File: config.mk
export PLATFORM = sky130hd
export DESIGN_NAME = register_file_sb_flat
export DESIGN_NICKNAME = d
export VERILOG_FILES = /design/src/rtl/register_file_sb_if.sv /design/src/rtl/register_file_sb.sv /design/src/flat_wrapper.sv
export SDC_FILE = /design/constraint.sdc
export NUM_CORES = 2
export LEC_CHECK = 0
export BUFFER_PORTS_ARGS = -buffer_cell sky130_fd_sc_hd__buf_2
export CAP_MARGIN = 20
export CORE_ASPECT_RATIO = 0.5
export CORE_UTILIZATION = 50
export DETAILED_ROUTE_END_ITERATION = 8
export PLACE_DENSITY = 0.75
export SLEW_MARGIN = 5
export SYNTH_ARGS = -nofsm -noshare
export SYNTH_HDL_FRONTEND = slang
export SYNTH_SLANG_ARGS = --single-unit
File: constraint.sdc
create_clock -name Clk -period 44 [get_ports Clk]
set_input_delay 4.4 -clock Clk [delete_from_list [all_inputs] [get_ports Clk]]
set_output_delay 4.4 -clock Clk [all_outputs]
set_load 0.01 [all_outputs]
File: src/rtl/register_file_sb_if.sv
// Decode/writeback side of the scoreboarded register file: read ports, writeback, issue and flush.
// Read ports are flattened; port i lives at Rs[i*AW +: AW] and RuRs[i*XLEN +: XLEN].
interface register_file_sb_if #(
    parameter int XLEN = 32,
    parameter int NREG = 32,
    parameter int NRD  = 2
);
    localparam int AW = $clog2(NREG);

    logic [NRD*AW-1:0]   Rs;
    logic [NRD*XLEN-1:0] RuRs;
    logic [NRD-1:0]      RsBusy;
    logic                RuWr;
    logic [AW-1:0]       Rd;
    logic [XLEN-1:0]     RuDataWr;
    logic                IssueEn;
    logic [AW-1:0]       IssueRd;
    logic                Flush;
    logic [AW:0]         PendCnt;

    modport master (
        output Rs, RuWr, Rd, RuDataWr, IssueEn, IssueRd, Flush,
        input  RuRs, RsBusy, PendCnt
    );

    modport slave (
        input  Rs, RuWr, Rd, RuDataWr, IssueEn, IssueRd, Flush,
        output RuRs, RsBusy, PendCnt
    );
endinterface

File: src/rtl/register_file_sb.sv
// Multi-read-port register file with write-to-read bypass and a per-register busy scoreboard.
// Decode issues mark destinations busy, writebacks clear them; Flush drops every pending mark.

// One combinational read lane: stored value, bypassed writeback data, or hardwired zero.
module register_file_sb_rdport #(
    parameter int XLEN    = 32,
    parameter int NREG    = 32,
    parameter bit BYPASS  = 1'b1,
    parameter bit ZERO_R0 = 1'b1,
    localparam int AW     = $clog2(NREG)
) (
    input  logic [AW-1:0]                rs,
    input  logic [NREG-1:0][XLEN-1:0]    regs,
    input  logic [NREG-1:0]              busy,
    input  logic                         wr_ok,
    input  logic [AW-1:0]                rd,
    input  logic [XLEN-1:0]              wdata,
    output logic [XLEN-1:0]              rdata,
    output logic                         rbusy
);
    logic zero_hit;
    logic byp_hit;

    assign zero_hit = ZERO_R0 && (rs == '0);
    assign byp_hit  = BYPASS && wr_ok && (rs == rd);

    // A forwarded write completes the producer, so the source is no longer pending
    // even if a same-cycle issue re-marks it from the next edge on.
    always_comb begin
        rdata = regs[rs];
        rbusy = busy[rs];
        if (zero_hit) begin
            rdata = '0;
            rbusy = 1'b0;
        end else if (byp_hit) begin
            rdata = wdata;
            rbusy = 1'b0;
        end
    end
endmodule

module register_file_sb #(
    parameter int XLEN    = 32,
    parameter int NREG    = 32,
    parameter int NRD     = 2,
    parameter bit BYPASS  = 1'b1,
    parameter bit ZERO_R0 = 1'b1
) (
    input  logic               Clk,
    input  logic               Rst,
    register_file_sb_if.slave  bus
);
    localparam int AW = $clog2(NREG);

    logic [NREG-1:0][XLEN-1:0] regs;
    logic [NREG-1:0]           busy;
    logic [NREG-1:0]           busy_nxt;
    logic [AW:0]               pend;
    logic [AW:0]               pend_nxt;
    logic                      wr_ok;
    logic                      iss_ok;
    logic [NRD-1:0][XLEN-1:0]  rdata;
    logic [NRD-1:0]            rbusy;

    // Gating with Rst keeps the bypass from leaking write data while reset holds reads at 0.
    assign wr_ok  = bus.RuWr && !Rst && !(ZERO_R0 && (bus.Rd == '0));
    assign iss_ok = bus.IssueEn && !(ZERO_R0 && (bus.IssueRd == '0));

    always_ff @(posedge Clk or posedge Rst) begin
        if (Rst) begin
            regs <= '0;
        end else if (wr_ok) begin
            regs[bus.Rd] <= bus.RuDataWr;
        end
    end

    // Priority: flush, then writeback clear, then issue set (a new producer wins).
    always_comb begin
        busy_nxt = busy;
        if (bus.Flush) begin
            busy_nxt = '0;
        end else begin
            if (bus.RuWr)
                busy_nxt[bus.Rd] = 1'b0;
            if (iss_ok)
                busy_nxt[bus.IssueRd] = 1'b1;
        end
    end

    always_comb begin
        pend_nxt = '0;
        for (int i = 0; i < NREG; i++)
            pend_nxt = pend_nxt + {{AW{1'b0}}, busy_nxt[i]};
    end

    always_ff @(posedge Clk or posedge Rst) begin
        if (Rst) begin
            busy <= '0;
            pend <= '0;
        end else begin
            busy <= busy_nxt;
            pend <= pend_nxt;
        end
    end

    for (genvar i = 0; i < NRD; i++) begin : g_rd
        register_file_sb_rdport #(
            .XLEN    (XLEN),
            .NREG    (NREG),
            .BYPASS  (BYPASS),
            .ZERO_R0 (ZERO_R0)
        ) u_rd (
            .rs    (bus.Rs[i*AW +: AW]),
            .regs  (regs),
            .busy  (busy),
            .wr_ok (wr_ok),
            .rd    (bus.Rd),
            .wdata (bus.RuDataWr),
            .rdata (rdata[i]),
            .rbusy (rbusy[i])
        );
    end

    assign bus.RuRs    = rdata;
    assign bus.RsBusy  = rbusy;
    assign bus.PendCnt = pend;
endmodule

File: src/flat_wrapper.sv
// flat-port wrapper written by rule: the top's interface ports become plain ports
module register_file_sb_flat 
#(
    parameter int XLEN    = 32,
    parameter int NREG    = 32,
    parameter int NRD     = 2,
    parameter bit BYPASS  = 1'b1,
    parameter bit ZERO_R0 = 1'b1
)
  (Clk, Rst, bus_Rs, bus_RuWr, bus_Rd, bus_RuDataWr, bus_IssueEn, bus_IssueRd, bus_Flush, bus_RuRs, bus_RsBusy, bus_PendCnt);
  register_file_sb_if #(.XLEN(XLEN), .NREG(NREG), .NRD(NRD)) bus_i ();
  input  logic Clk;
  input  logic Rst;
  input wire logic [$bits(bus_i.Rs)-1:0] bus_Rs;
  input wire logic [$bits(bus_i.RuWr)-1:0] bus_RuWr;
  input wire logic [$bits(bus_i.Rd)-1:0] bus_Rd;
  input wire logic [$bits(bus_i.RuDataWr)-1:0] bus_RuDataWr;
  input wire logic [$bits(bus_i.IssueEn)-1:0] bus_IssueEn;
  input wire logic [$bits(bus_i.IssueRd)-1:0] bus_IssueRd;
  input wire logic [$bits(bus_i.Flush)-1:0] bus_Flush;
  output wire logic [$bits(bus_i.RuRs)-1:0] bus_RuRs;
  output wire logic [$bits(bus_i.RsBusy)-1:0] bus_RsBusy;
  output wire logic [$bits(bus_i.PendCnt)-1:0] bus_PendCnt;
  assign bus_i.Rs = bus_Rs;
  assign bus_i.RuWr = bus_RuWr;
  assign bus_i.Rd = bus_Rd;
  assign bus_i.RuDataWr = bus_RuDataWr;
  assign bus_i.IssueEn = bus_IssueEn;
  assign bus_i.IssueRd = bus_IssueRd;
  assign bus_i.Flush = bus_Flush;
  assign bus_RuRs = bus_i.RuRs;
  assign bus_RsBusy = bus_i.RsBusy;
  assign bus_PendCnt = bus_i.PendCnt;
  register_file_sb #(.XLEN(XLEN), .NREG(NREG), .NRD(NRD), .BYPASS(BYPASS), .ZERO_R0(ZERO_R0)) u_core (.Clk(Clk), .Rst(Rst), .bus(bus_i));
endmodule
==> run_results.csv <==
group,metric,value,unit
sta,fin_tns_setup,0,ns
cells_and_area,ff_latch_area,0.0266,mm2
floorplanning,die_h,245,um
routing,vias,41700,
job,cap_viol_max_count,0,
worst_hold_path,hold_start,"u_core.regs[12]",
worst_setup_path,regToRegSetupSlack,38.76,ns
synth,synth_edf_count,0,
synth,syn-instance-count,4329,
synth,synth_top_family_by_area,"multiplexers",
clocking,clk_pin_slew,0.07,ns
synth,yosys.area_share.simple,3.63,%
cells_and_area,drive_above_1_share,44.4,%
synth,yosys_warnings,0,
floorplanning,initial_utilization,50.8,%
worst_setup_path,required,39.60,ns
global_routing,grt_pass1_wl,288000,um
sta,max-slew-margin-rel,18.2,%
worst_setup_path,worstPathMaxFanout,106,
clocking,numCtsBuffers,101,
global_routing,grtUsageTotal,33.0,%
worst_setup_path,startpoint_type,"input port",
global_routing,overflow,0,
cells_and_area,fillers,9236,
synth,synth_area,0.0589,mm2
synth,synth_adder_area_share,0.986,%
routing,wl_per_cell,33.5,um
global_routing,grt_max_degree,172,
synth,ys.flop_type,"dfrtp_1",
worst_setup_path,r2r-end,"u_core.bus.PendCnt[4]",
sta,min_period,13.28,ns
sta,fin_crit_sh,30.2,%
sta,slew_violations,0,
routing,viasPerCell,7.11,
sta,finalSetupViolCount,0,
cells_and_area,layout.nets,4295,
sta,rsz0062_at_grt,"false",
sta,tightest_slew,1.23,ns
outcome,status,"finished, final reports clean",
clocking,cts_hold_buf,0,
clocking,ctsResizeCount,0,
routing,drt_iter0_markers,5903,
clocking,cts_max_path_buffers,3,
floorplanning,die-area,0.119,mm2
clocking,clock_sinks,1062,
placement,place_congestion,0.887,
worst_setup_path,worstPathArrival,8.88,ns
worst_hold_path,hold_depth,0,
sta,max_freq,0.0753,GHz
synth,async_flop_share,100,%
sta,finalHoldViolCount,0,
floorplanning,coreArea,0.116,mm2
synth,synth_compound_area_share,5.89,%
cells_and_area,multi_input_area,0.0300,mm2
floorplanning,ioPinCount,129,
placement,hpwlAfterDp,111000,um
worst_setup_path,end_kind,"primary output",
routing,drcViolationCount,0,
power_and_ir_drop,leakage,29.3,nW
sta,skew,0.00525,ns
power_and_ir_drop,peakVddDrop,31.3,uV
worst_setup_path,rr_worst_depth,18,
worst_hold_path,min_to,"u_core.regs[12]",
floorplanning,dieWidth,487,um
worst_setup_path,reg2reg_from,"u_core.busy[1]",
clocking,cts_setup_buffers,0,
clocking,clk_latency,0.71,ns
power_and_ir_drop,finalPower,2.53,mW
synth,synth_nets,4418,
clocking,cts_max_level,3,
clocking,root_buffer,"clkbuf_16",
cells_and_area,final_util,55.0,%
synth,seq_area_frac_synth,45.1,%
routing,antenna_left,0,
synth,syn_avg_cell_area,13.6,um2
synth,ys_types,60,
placement,io_buffers,128,
global_routing,grt_pass1_vias,42300,
worst_setup_path,crit_type,"in -> out",
synth,yosysTopAreaCell,"dfrtp_1",
synth,synth-xor-area-share,0.193,%
synth,synth_top_area_share,45.1,%
synth,synth_seq_cells,1062,
synth,synth_area_leaders,"dfrtp_1 (45%), mux2_2 (20%), mux4_2 (14%), mux2i_1 (5.1%), clkbuf_1 (1.5%)",
floorplanning,rows,88,
routing,first_pass_iters,6,
global_routing,antenna_found_initial,12,
power_and_ir_drop,power_density,39.6,mW/mm2
routing,wl,197000,um
synth,synthMuxAreaShare,40.0,%
clocking,cts_tree,"yes",
cells_and_area,area_growth,8.29,%
worst_hold_path,hold_path.class,"reg -> reg",
## layer usage
metal	share of wire [%]	GRT usage, %	vias to the layer above
met5	0.014	0	-
met4	5.6	16.4	4
met3	13	9.95	668
met2	44	48.7	2897
met1	38	44.3	22000
li1	-	-	16200
## critical path: stages
cell and delay, ns:
buf_8 0.37, buf_4 0.75, buf_12 0.72, buf_4 0.81
mux4_2 0.38, nor3_1 0.05, a2111oi_0 0.52, dlymetal6s2s_1 0.28
a31oi_1 0.09, o21ai_1 0.16, buf_2 0.15
## power by group
part / switching, mW / internal, mW
logic: 0.214 / 0.235
clock network: 0.392 / 0.497
registers: 0.0922 / 1.10
total: 0.697 / 1.83
## registers in the layout (all words and copies together), names as in the netlist
name                flops
u_core.bus.PendCnt      6
u_core.regs          1024
u_core.busy            32
## cells by family (layout without fill, tap and decap cells)
logic type | after synthesis | after routing
compound gates | 502 | 502
xor+xnor | 13 | 13
other cells | 0 | 9
simple gates | 451 | 451
mux | 1747 | 1747
fa+ha+maj | 32 | 32
buf+inv | 522 | 472
flops | 1062 | 1062
## placed cells by master (no fill, tap or decap), drive strengths merged, types with 23 or more instances in the layout
| master | instances |
|---|---|
| mux2i | 299 |
| nand2 | 142 |
| clkbuf | 152 |
| o21ai | 96 |
| a22oi | 33 |
| a211oi | 29 |
| dfrtp | 1062 |
| inv | 57 |
| a21oi | 96 |
| nor3 | 73 |
| mux4 | 376 |
| a221o | 23 |
| mux2 | 1072 |
| a21o | 23 |
| nor2 | 107 |
| a221oi | 81 |
| o22ai | 41 |
| fa | 24 |
| buf | 240 |
## worst max-delay path by stage
| stage | from | end | cells after the start |
|---|---|---|---|
| after global routing | bus_Rs[0] | bus_RuRs[23] | 11 |
| after detailed placement | bus_Rs[0] | bus_RuRs[23] | 10 |
| after floorplan | Rst | u_core.bus.PendCnt[0] | 1 |
| final | bus_Rs[0] | bus_RuRs[23] | 11 |
| after CTS | bus_Rs[0] | bus_RuRs[23] | 10 |
| after global placement | bus_Rs[0] | bus_RuRs[23] | 10 |
## cells in the mapped netlist, types with 41 or more instances
library cell,instances
mux4_2,376
buf_2,97
mux2i_1,299
dfrtp_1,1062
nor3_1,71
a21oi_1,96
o22ai_1,41
clkbuf_1,230
mux2_2,1072
a221oi_1,77
nand2_1,142
o21ai_0,84
nor2_1,107
buf_1,76
inv_1,53
## metrics by stage
step	cells	area [um2]	hold slack, ns	worst slack [ns]
after floorplan	4329	58900	0.441	9.71
after global placement	5669	60300	0.377	30.36
after detailed placement	5671	60300	0.383	30.30
after CTS	5847	63600	0.399	30.30
after global routing	5857	63800	0.409	30.41
final	5863	63800	0.398	30.72
## final cells by class
class,instances,share of cell area (%)
Timing Repair Buffer,241,2.70
Tap cell,1575,3.09
Inverter,55,0.335
Antenna cell,9,0.0353
Sequential cell,1062,41.7
Clock buffer,152,4.75
Clock inverter,24,0.394
Multi-Input combinational cell,2745,47.0
Power figures use the tool's default switching activity.
